## src/rtl/load_store_unit.sv

```systemverilog
// load_store_unit: one-at-a-time RISC-V load/store initiator for a word-only data memory.
// Optional macro LSU_MISALIGN_CHECK_EN turns misaligned halfword/word accesses into error responses.
module load_store_unit #(
    parameter int DATA_WIDTH = 32,
    parameter int ADDR_WIDTH = 32
) (
    input  logic                  clk,
    input  logic                  rst,
    input  logic                  req_valid,
    output logic                  req_ready,
    input  logic                  req_is_store,
    input  logic [2:0]            req_funct3,
    input  logic [ADDR_WIDTH-1:0] req_addr,
    input  logic [DATA_WIDTH-1:0] req_wdata,
    output logic                  resp_valid,
    output logic [DATA_WIDTH-1:0] resp_rdata,
    output logic                  resp_err,
    output logic [ADDR_WIDTH-1:0] mem_addr,
    output logic                  mem_wr_en,
    output logic [DATA_WIDTH-1:0] mem_wr_data,
    input  logic [DATA_WIDTH-1:0] mem_rd_data
);

    typedef enum logic [2:0] {
        S_IDLE  = 3'd0,
        S_LD    = 3'd1,
        S_ST_RD = 3'd2,
        S_ST_WR = 3'd3,
        S_RESP  = 3'd4
    } state_t;

    state_t                r_state;
    state_t                w_next;
    logic [2:0]            r_funct3;
    logic [ADDR_WIDTH-1:0] r_addr;
    logic [DATA_WIDTH-1:0] r_wdata;
    logic [DATA_WIDTH-1:0] r_merged;
    logic [DATA_WIDTH-1:0] r_rdata;
    logic                  r_err;
    logic                  w_accept;
    logic                  w_legal;
    logic                  w_misalign;
    logic                  w_err;

    // Halfword lane selection only looks at off[1], so an unchecked odd address lands on its aligned halfword.
    function automatic logic [DATA_WIDTH-1:0] f_extract(input logic [DATA_WIDTH-1:0] word,
                                                         input logic [2:0] f3, input logic [1:0] off);
        logic [7:0]            b;
        logic [15:0]           h;
        logic [DATA_WIDTH-1:0] res;
        b = word[{off, 3'b000} +: 8];
        h = word[{off[1], 4'b0000} +: 16];
        case (f3)
            3'b000:  res = {{(DATA_WIDTH-8){b[7]}}, b};
            3'b001:  res = {{(DATA_WIDTH-16){h[15]}}, h};
            3'b100:  res = {{(DATA_WIDTH-8){1'b0}}, b};
            3'b101:  res = {{(DATA_WIDTH-16){1'b0}}, h};
            default: res = word;
        endcase
        return res;
    endfunction

    function automatic logic [DATA_WIDTH-1:0] f_merge(input logic [DATA_WIDTH-1:0] word,
                                                       input logic [DATA_WIDTH-1:0] wd,
                                                       input logic [2:0] f3, input logic [1:0] off);
        logic [DATA_WIDTH-1:0] res;
        res = word;
        case (f3)
            3'b000:  res[{off, 3'b000} +: 8] = wd[7:0];
            3'b001:  res[{off[1], 4'b0000} +: 16] = wd[15:0];
            default: res = wd;
        endcase
        return res;
    endfunction

    assign w_accept = req_valid && req_ready;
    assign w_err    = !w_legal || w_misalign;

    // funct3 legality for the incoming request
    always_comb begin
        w_legal = 1'b0;
        if (req_is_store) begin
            w_legal = (req_funct3 == 3'b000) || (req_funct3 == 3'b001) || (req_funct3 == 3'b010);
        end else begin
            case (req_funct3)
                3'b000, 3'b001, 3'b010, 3'b100, 3'b101: w_legal = 1'b1;
                default:                                w_legal = 1'b0;
            endcase
        end
    end

`ifdef LSU_MISALIGN_CHECK_EN
    // Alignment check for the incoming request
    always_comb begin
        case (req_funct3[1:0])
            2'b01:   w_misalign = req_addr[0];
            2'b10:   w_misalign = |req_addr[1:0];
            default: w_misalign = 1'b0;
        endcase
    end
`else
    assign w_misalign = 1'b0;
`endif

    // Next-state decode
    always_comb begin
        w_next = r_state;
        case (r_state)
            S_IDLE: begin
                if (!w_accept) begin
                    w_next = S_IDLE;
                end else if (w_err) begin
                    w_next = S_RESP;
                end else if (!req_is_store) begin
                    w_next = S_LD;
                end else if (req_funct3 == 3'b010) begin
                    w_next = S_ST_WR;
                end else begin
                    w_next = S_ST_RD;
                end
            end
            S_LD:    w_next = S_RESP;
            S_ST_RD: w_next = S_ST_WR;
            S_ST_WR: w_next = S_RESP;
            S_RESP:  w_next = S_IDLE;
            default: w_next = S_IDLE;
        endcase
    end

    // State, request latch, merged store word and response registers
    always_ff @(posedge clk) begin
        if (rst) begin
            r_state  <= S_IDLE;
            r_funct3 <= 3'd0;
            r_addr   <= '0;
            r_wdata  <= '0;
            r_merged <= '0;
            r_rdata  <= '0;
            r_err    <= 1'b0;
        end else begin
            r_state <= w_next;
            if (w_accept) begin
                r_funct3 <= req_funct3;
                r_addr   <= req_addr;
                r_wdata  <= req_wdata;
                r_merged <= req_wdata;
                r_rdata  <= '0;
                r_err    <= w_err;
            end else if (r_state == S_LD) begin
                r_rdata <= f_extract(mem_rd_data, r_funct3, r_addr[1:0]);
            end else if (r_state == S_ST_RD) begin
                r_merged <= f_merge(mem_rd_data, r_wdata, r_funct3, r_addr[1:0]);
            end else begin
                r_rdata <= r_rdata;
            end
        end
    end

    // rst gates the handshake and memory strobes so a reset landing on ST_WR never writes
    assign req_ready   = (r_state == S_IDLE) && !rst;
    assign resp_valid  = (r_state == S_RESP) && !rst;
    assign resp_rdata  = r_rdata;
    assign resp_err    = r_err;
    assign mem_wr_en   = (r_state == S_ST_WR) && !rst;
    assign mem_wr_data = mem_wr_en ? r_merged : '0;
    assign mem_addr    = (!rst && (r_state inside {S_LD, S_ST_RD, S_ST_WR}))
                         ? {r_addr[ADDR_WIDTH-1:2], 2'b00} : '0;

endmodule

```

## config.mk

```make
export PLATFORM = sky130hd
export DESIGN_NAME = load_store_unit
export DESIGN_NICKNAME = d
export VERILOG_FILES = /design/src/rtl/load_store_unit.sv
export SDC_FILE = /design/constraint.sdc
export NUM_CORES = 1
export LEC_CHECK = 0
export CAP_MARGIN = 5
export CELL_PAD_IN_SITES_DETAIL_PLACEMENT = 2
export CELL_PAD_IN_SITES_GLOBAL_PLACEMENT = 2
export CORE_MARGIN = 1
export CORE_UTILIZATION = 30
export CTS_BUF_LIST = sky130_fd_sc_hd__clkbuf_4
export CTS_CLUSTER_DIAMETER = 100
export CTS_CLUSTER_SIZE = 40
export DETAILED_ROUTE_END_ITERATION = 8
export PLACE_DENSITY_LB_ADDON = 0.05
export RECOVER_POWER = 50
export SLEW_MARGIN = 25
export SYNTH_ARGS = -nofsm -noshare
export SYNTH_HDL_FRONTEND = slang
export SYNTH_SLANG_ARGS = --single-unit
```

## constraint.sdc

```tcl
create_clock -name clk -period 6.96 [get_ports clk]
set_clock_uncertainty 0.1 [all_clocks]
set_input_delay 1.74 -clock clk [delete_from_list [all_inputs] [get_ports clk]]
set_output_delay 1.74 -clock clk [all_outputs]
set_load 0.1 [all_outputs]
```

==> reports/metrics.yaml, run 1 <==
pwr:
  total_power_mw: 1.897
  ir_worst_vdd_uv: 77.94
  powerDensity_mw_per_mm2: 204.9
  leakage_nw: 3.560
global_routing:
  antenna_found_initial: 1
  met2_usage_pct: 43.48
  gr-total-overflow: 0
  grt_first_pass_wirelength_mm: 44.46
  grt_usage_pct: 24.05
  grt_pass1_vias: 7702
  met1_usage_pct: 28.56
  use_met3_pct: 4.511
  grt-busiest-layer: "met2"
  grt_max_degree: 54
setup_path:
  worstPathArrival_ps: 4230
  crit_type: "input port to output pin"
  cp.required_ps: 5120
  r2r_slack_ps: 2810
  cp-start-kind: "input port"
  rr_endpoint: "r_merged[22]"
  r2r_cells: 5
  critPathLaunch: "rst"
  worstReg2RegStart: "r_state[2]"
  critPathCapture: "resp_valid"
  critical_path.max_fanout: 31
  endpoint_kind: "output pin"
floorplan:
  start_util_pct: 30.72
  die_x_um: 154.5
  core_mm2: 0.02271
  die_area_mm2: 0.02387
  boundaryPins: 203
  die_height_um: 154.5
  row_count: 55
clocking:
  clkSinkCount: 135
  post_cts_buffers: 0
  clockBufferDepth: 2
  cts.clk_slew.worst_paths_ps: 140
  insertion_delay_ps: 570
  cts_buffers: 17
  post_cts_resized: 0
  cts-root-buf: "clkbuf_4"
  h-tree-depth: 4
  ctsHoldBuffers: 0
  cts_tree: "yes"
placed_design:
  gp_congestion: 0.7970
  place_hpwl_mm: 20.34
  io_buffers: 200
yosys:
  ys_ff_latch: 135
  syn_area_per_cell_um2: 8.294
  synthArstFlopShare_pct: 0
  yosysUniqueCellTypes: 55
  ys_warn_count: 0
  synth_area_leader_cell: "dfxtp_1"
  synth_area_leaders: "dfxtp_1 39%, nand2_1 6.8%, a21oi_1 6.6%, and2_1 5.7%, o21ai_0 4.5%"
  synth_ff_type: "dfxtp_1"
  synth_top_area_share_pct: 38.74
  seq_area_frac_synth_pct: 38.74
  syn_inst: 841
  syn_area_mm2: 0.006975
  synth_edf_count: 0
timing:
  slew_viol_final: 186
  setup-violations-final: 0
  relSlewSlack_pct: -67.29
  worst_pin_slew_ps: 2509
  rsz0062_at_grt: "no"
  hold_violations: 0
  final.setup.tns_ps: 0
  finalCriticalPeriod_ps: 6068
  fmax_ghz: 0.1648
  finalCritPeriodShare_pct: 87.18
run_status:
  violations: "max-capacitance violations, max-slew violations"
  status: "finished, violations left"
layout:
  drive_gt1_share_pct: 12.15
  final_nets: 1099
  post-route-util_pct: 40.77
  syn2layout_area_growth_pct: 32.74
drt:
  route.vias.total: 7143
  wl_per_cell_um: 21.91
  drc: 0
  ant_nets: 0
  wl_mm: 28.26
  firstDrtPassIters: 5
  drt_iter0_drc: 310
  post_drt_via_cell_ratio: 5.537
job:
  maxCapViolations: 4
min_path:
  worstHoldPathType: "register to register"
layout make-up:
type,count,area (µm²)
fillers,2565,13450
flip-flops and latches,135,2703
clock inverters,15,202.7
diodes,1,2.502
repair buffers,211,1909
well taps,285,356.6
inverters,8,30.03
multi-input cells,618,3928
clock buffers,17,127.6
cells in the mapped netlist, types with 4 or more instances:
| library cell | number |
|---|---|
| o2111ai_1 | 5 |
| a221o_1 | 13 |
| mux2i_1 | 23 |
| dfxtp_1 | 135 |
| o21ai_0 | 63 |
| o32a_1 | 6 |
| nor4bb_1 | 14 |
| nor2b_1 | 11 |
| and2_1 | 64 |
| o22a_1 | 7 |
| a221oi_1 | 8 |
| buf_1 | 4 |
| a211o_1 | 9 |
| a21oi_1 | 92 |
| mux2_2 | 10 |
| o221ai_1 | 9 |
| a31oi_1 | 6 |
| o21bai_1 | 13 |
| o21a_1 | 4 |
| buf_2 | 14 |
| ha_1 | 5 |
| a222oi_1 | 8 |
| nand4_1 | 8 |
| inv_1 | 8 |
| nor2_1 | 19 |
| or3_1 | 5 |
| nor3_1 | 5 |
| nand2_1 | 127 |
| a311oi_1 | 7 |
| and3_1 | 4 |
| nand2b_1 | 11 |
| nand3_1 | 6 |
| clkbuf_1 | 59 |
| a22o_1 | 28 |
cell families after synthesis:
group,after synthesis,synth area share [%]
other,1,0.05376
buffers and inverters,89,5.363
and+or+nand+nor,282,21.18
DFF,135,38.74
muxes,33,4.915
AOI/OAI and AO/OA,296,28.84
adders and majority gates,5,0.8969
flip-flops by register name, indices dropped and copies added, names as in the netlist:
register and flops:
r_addr 32, resp_rdata 32, r_state 3, r_funct3 3, r_wdata 32, r_merged 32, resp_err 1
worst min path at each step:
stage	start	cells after the start	end	slack (ps)
3_5_place_dp	r_wdata[17]	2	r_wdata[17]	340
5_1_grt	r_wdata[21]	2	r_wdata[21]	380
2_1_floorplan	r_wdata[17]	2	r_wdata[17]	320
4_1_cts	r_wdata[17]	2	r_wdata[17]	360
3_3_place_gp	r_addr[31]	2	r_addr[31]	340
6_report	r_wdata[20]	2	r_wdata[20]	360
placed cells by master (no fill, tap or decap), types with 13 or more instances in the layout:
cell,Yosys,layout
nor2_1,19,18
dfxtp_1,135,135
and2_1,64,64
clkdlybuf4s50_1,0,134
o21ai_0,63,64
clkbuf_4,0,17
nand2_1,127,127
buf_4,2,68
o21bai_1,13,13
a22o_1,28,28
a221o_1,13,13
a21oi_1,92,92
mux2i_1,23,23
nor4bb_1,14,13
through the flow:
stage	instances	worst slack, ps	instance area, µm²	hold WS [ps]
global placement	1256	1514	8926	339.2
CTS	1289	1418	9278	364.1
finish	1290	892.5	9259	360.0
global route	1290	694.2	9259	383.9
floorplan	842	30.94	6979	322.5
detailed placement	1257	1427	8947	344.7
worst max-delay path: stages:
cell,delay (ps)
clkbuf_1,1020
nor2_1,200
and3_1,290
clkdlybuf4s50_1,970
layer usage:
metal  vias up  routed length (µm)
met5         -                   0
met2       186               14450
met4         0                 629
li1       3365                   -
met1      3559               11860
met3        33                1318
where the power goes:
part	leakage, nW	switching, mW	internal, mW	total [mW]
Sequential	1.10	0.0422	0.821	0.863
Combinational	2.28	0.254	0.163	0.416
Clock	0.172	0.331	0.287	0.618
Total	3.56	0.627	1.27	1.90
Note: power is estimated with default switching activity, not from simulation.
==> run 2, diff against run 1 <==
- CAP_MARGIN: 5 -> default
- SLEW_MARGIN: 25 -> 20
==> reports/metrics.yaml, run 2 (synthesis results as in run 1) <==
layout:
  final_nets: 1099
  postLayoutCellArea_mm2: 0.009221
  final_cell_mix: "135 x dfxtp_1, 134 x clkdlybuf4s50_1, 127 x nand2_1"
  drive_gt1_share_pct: 12.15
  num-fill-cells: 2586
  mostFrequentLayoutCell: "dfxtp_1"
  syn2layout_area_growth_pct: 32.20
  seq_area_mm2: 0.002703
  multiInputGateArea_mm2: 0.003928
clocking:
  insertion_delay_ps: 580
  post_cts_resized: 0
  ctsHoldBuffers: 0
  clockBufferDepth: 2
  post_cts_buffers: 0
  cts_tree: "yes"
  cts.clk_slew.worst_paths_ps: 130
  clkSinkCount: 135
  cts_buffers: 17
  cts-root-buf: "clkbuf_4"
  h-tree-depth: 4
drt:
  drc: 0
  wl_per_cell_um: 21.89
  firstDrtPassIters: 5
  drt_iter0_drc: 352
  ant_nets: 0
  wl_mm: 28.24
  post_drt_via_cell_ratio: 5.545
  route.vias.total: 7153
min_path:
  worstHoldPathType: "register to register"
run_status:
  status: "finished, violations left"
  violations: "max-capacitance violations, max-slew violations"
floorplan:
  die_area_mm2: 0.02387
  row_count: 55
  start_util_pct: 30.72
  core_mm2: 0.02271
  die_x_um: 154.5
  boundaryPins: 203
  die_height_um: 154.5
setup_path:
  cp.buffers_inverters: 2
  cp_cell_sequence: "clkbuf_1 -> nor2_1 -> and3_1 -> clkdlybuf4s50_1"
  worstPathArrival_ps: 4230
  crit_slowest_cell: "clkbuf_1"
  r2r_slack_ps: 2840
  cp_top_family: "buffers and inverters"
  cp.required_ps: 5120
  critical_path.max_fanout: 31
  cp-start-kind: "input port"
  endpoint_kind: "output pin"
  crit_type: "input port to output pin"
  max_stage_delay_ps: 1000
global_routing:
  antenna_found_initial: 1
  gr-total-overflow: 0
  grt_pass1_vias: 7703
  grt_first_pass_wirelength_mm: 44.32
  grt_usage_pct: 24.01
  grt_max_degree: 54
placed_design:
  dpl_worst_slack_ps: 1405
  place_hpwl_mm: 20.29
  dpl_cell_area_mm2: 0.008932
  io_buffers: 200
  gp_congestion: 0.7970
pwr:
  leakage_nw: 3.545
  total_power_mw: 1.849
  powerDensity_mw_per_mm2: 200.6
  ir_worst_vdd_uv: 69.14
timing:
  setup-violations-final: 0
  worst_pin_slew_ps: 2412
  slew_viol_final: 146
  hold_violations: 0
  finalCritPeriodShare_pct: 87.16
  rsz0062_at_grt: "no"
  finalCriticalPeriod_ps: 6066
  holdWs_ps: 361.0
  fmax_ghz: 0.1648
  final.setup.tns_ps: 0
  finalWorstSetupSlack_ps: 893.9
  relSlewSlack_pct: -60.81
job:
  maxCapViolations: 3
==> run 2: cell count changes in the layout (fill, tap and decap cells not counted) <==
cell	previous run	this run
inv_6	2	5
bufinv_16	4	2
clkinv_4	4	1
inv_8	0	2
==> run 2: final cells by class <==
type	instances	share of cell area (%)
diodes	1	0.02714
clock buffers	17	1.384
clock inverters	15	1.791
inverters	8	0.3256
multi-input cells	618	42.59
flip-flops and latches	135	29.31
well taps	285	3.867
repair buffers	211	20.71
==> run 2: tightest hold or removal path: stages, from the launching register on <==
cell and delay (ps):
dfxtp_1 340, nand2_1 50, nand2_1 40
==> run 2: worst paths after layout <==
kind / start / endpoint / cells after the start
setup / recovery: rst / resp_valid / 4
hold / removal: r_wdata[17] / r_wdata[17] / 2
setup reg to reg: r_state[2] / r_merged[22] / 5
hold reg to reg: r_wdata[17] / r_wdata[17] / 2
==> run 2: per-stage QoR <==
| step | std cells | utilization [%] |
|---|---|---|
| after detailed placement | 1256 | 39.33 |
| after global placement | 1256 | 39.31 |
| after global routing | 1290 | 40.61 |
| final | 1290 | 40.61 |
| after floorplan | 842 | - |
| after CTS | 1288 | 40.62 |
==> run 2: power breakdown <==
| part | total (mW) | leakage (nW) | internal (mW) | switching [mW] |
|---|---|---|---|---|
| Clock | 0.570 | 0.157 | 0.221 | 0.349 |
| Combinational | 0.417 | 2.28 | 0.163 | 0.255 |
| Sequential | 0.862 | 1.10 | 0.821 | 0.0417 |
| Total | 1.85 | 3.55 | 1.20 | 0.645 |
==> run 2: per-layer routing <==
metal | share of wire (%) | wire, µm | global-route usage [%]
met1 | 42 | 11860 | 28.74
met2 | 51 | 14500 | 43.31
met3 | 4.4 | 1251 | 3.755
met4 | 2.2 | 631 | 8.439
met5 | 0 | 0 | 0
==> run 3, diff against run 2 <==
- CAP_MARGIN: default -> 0
==> results of run 3 <==
The final DEF is identical to that of run 2; final timing and power are the same.
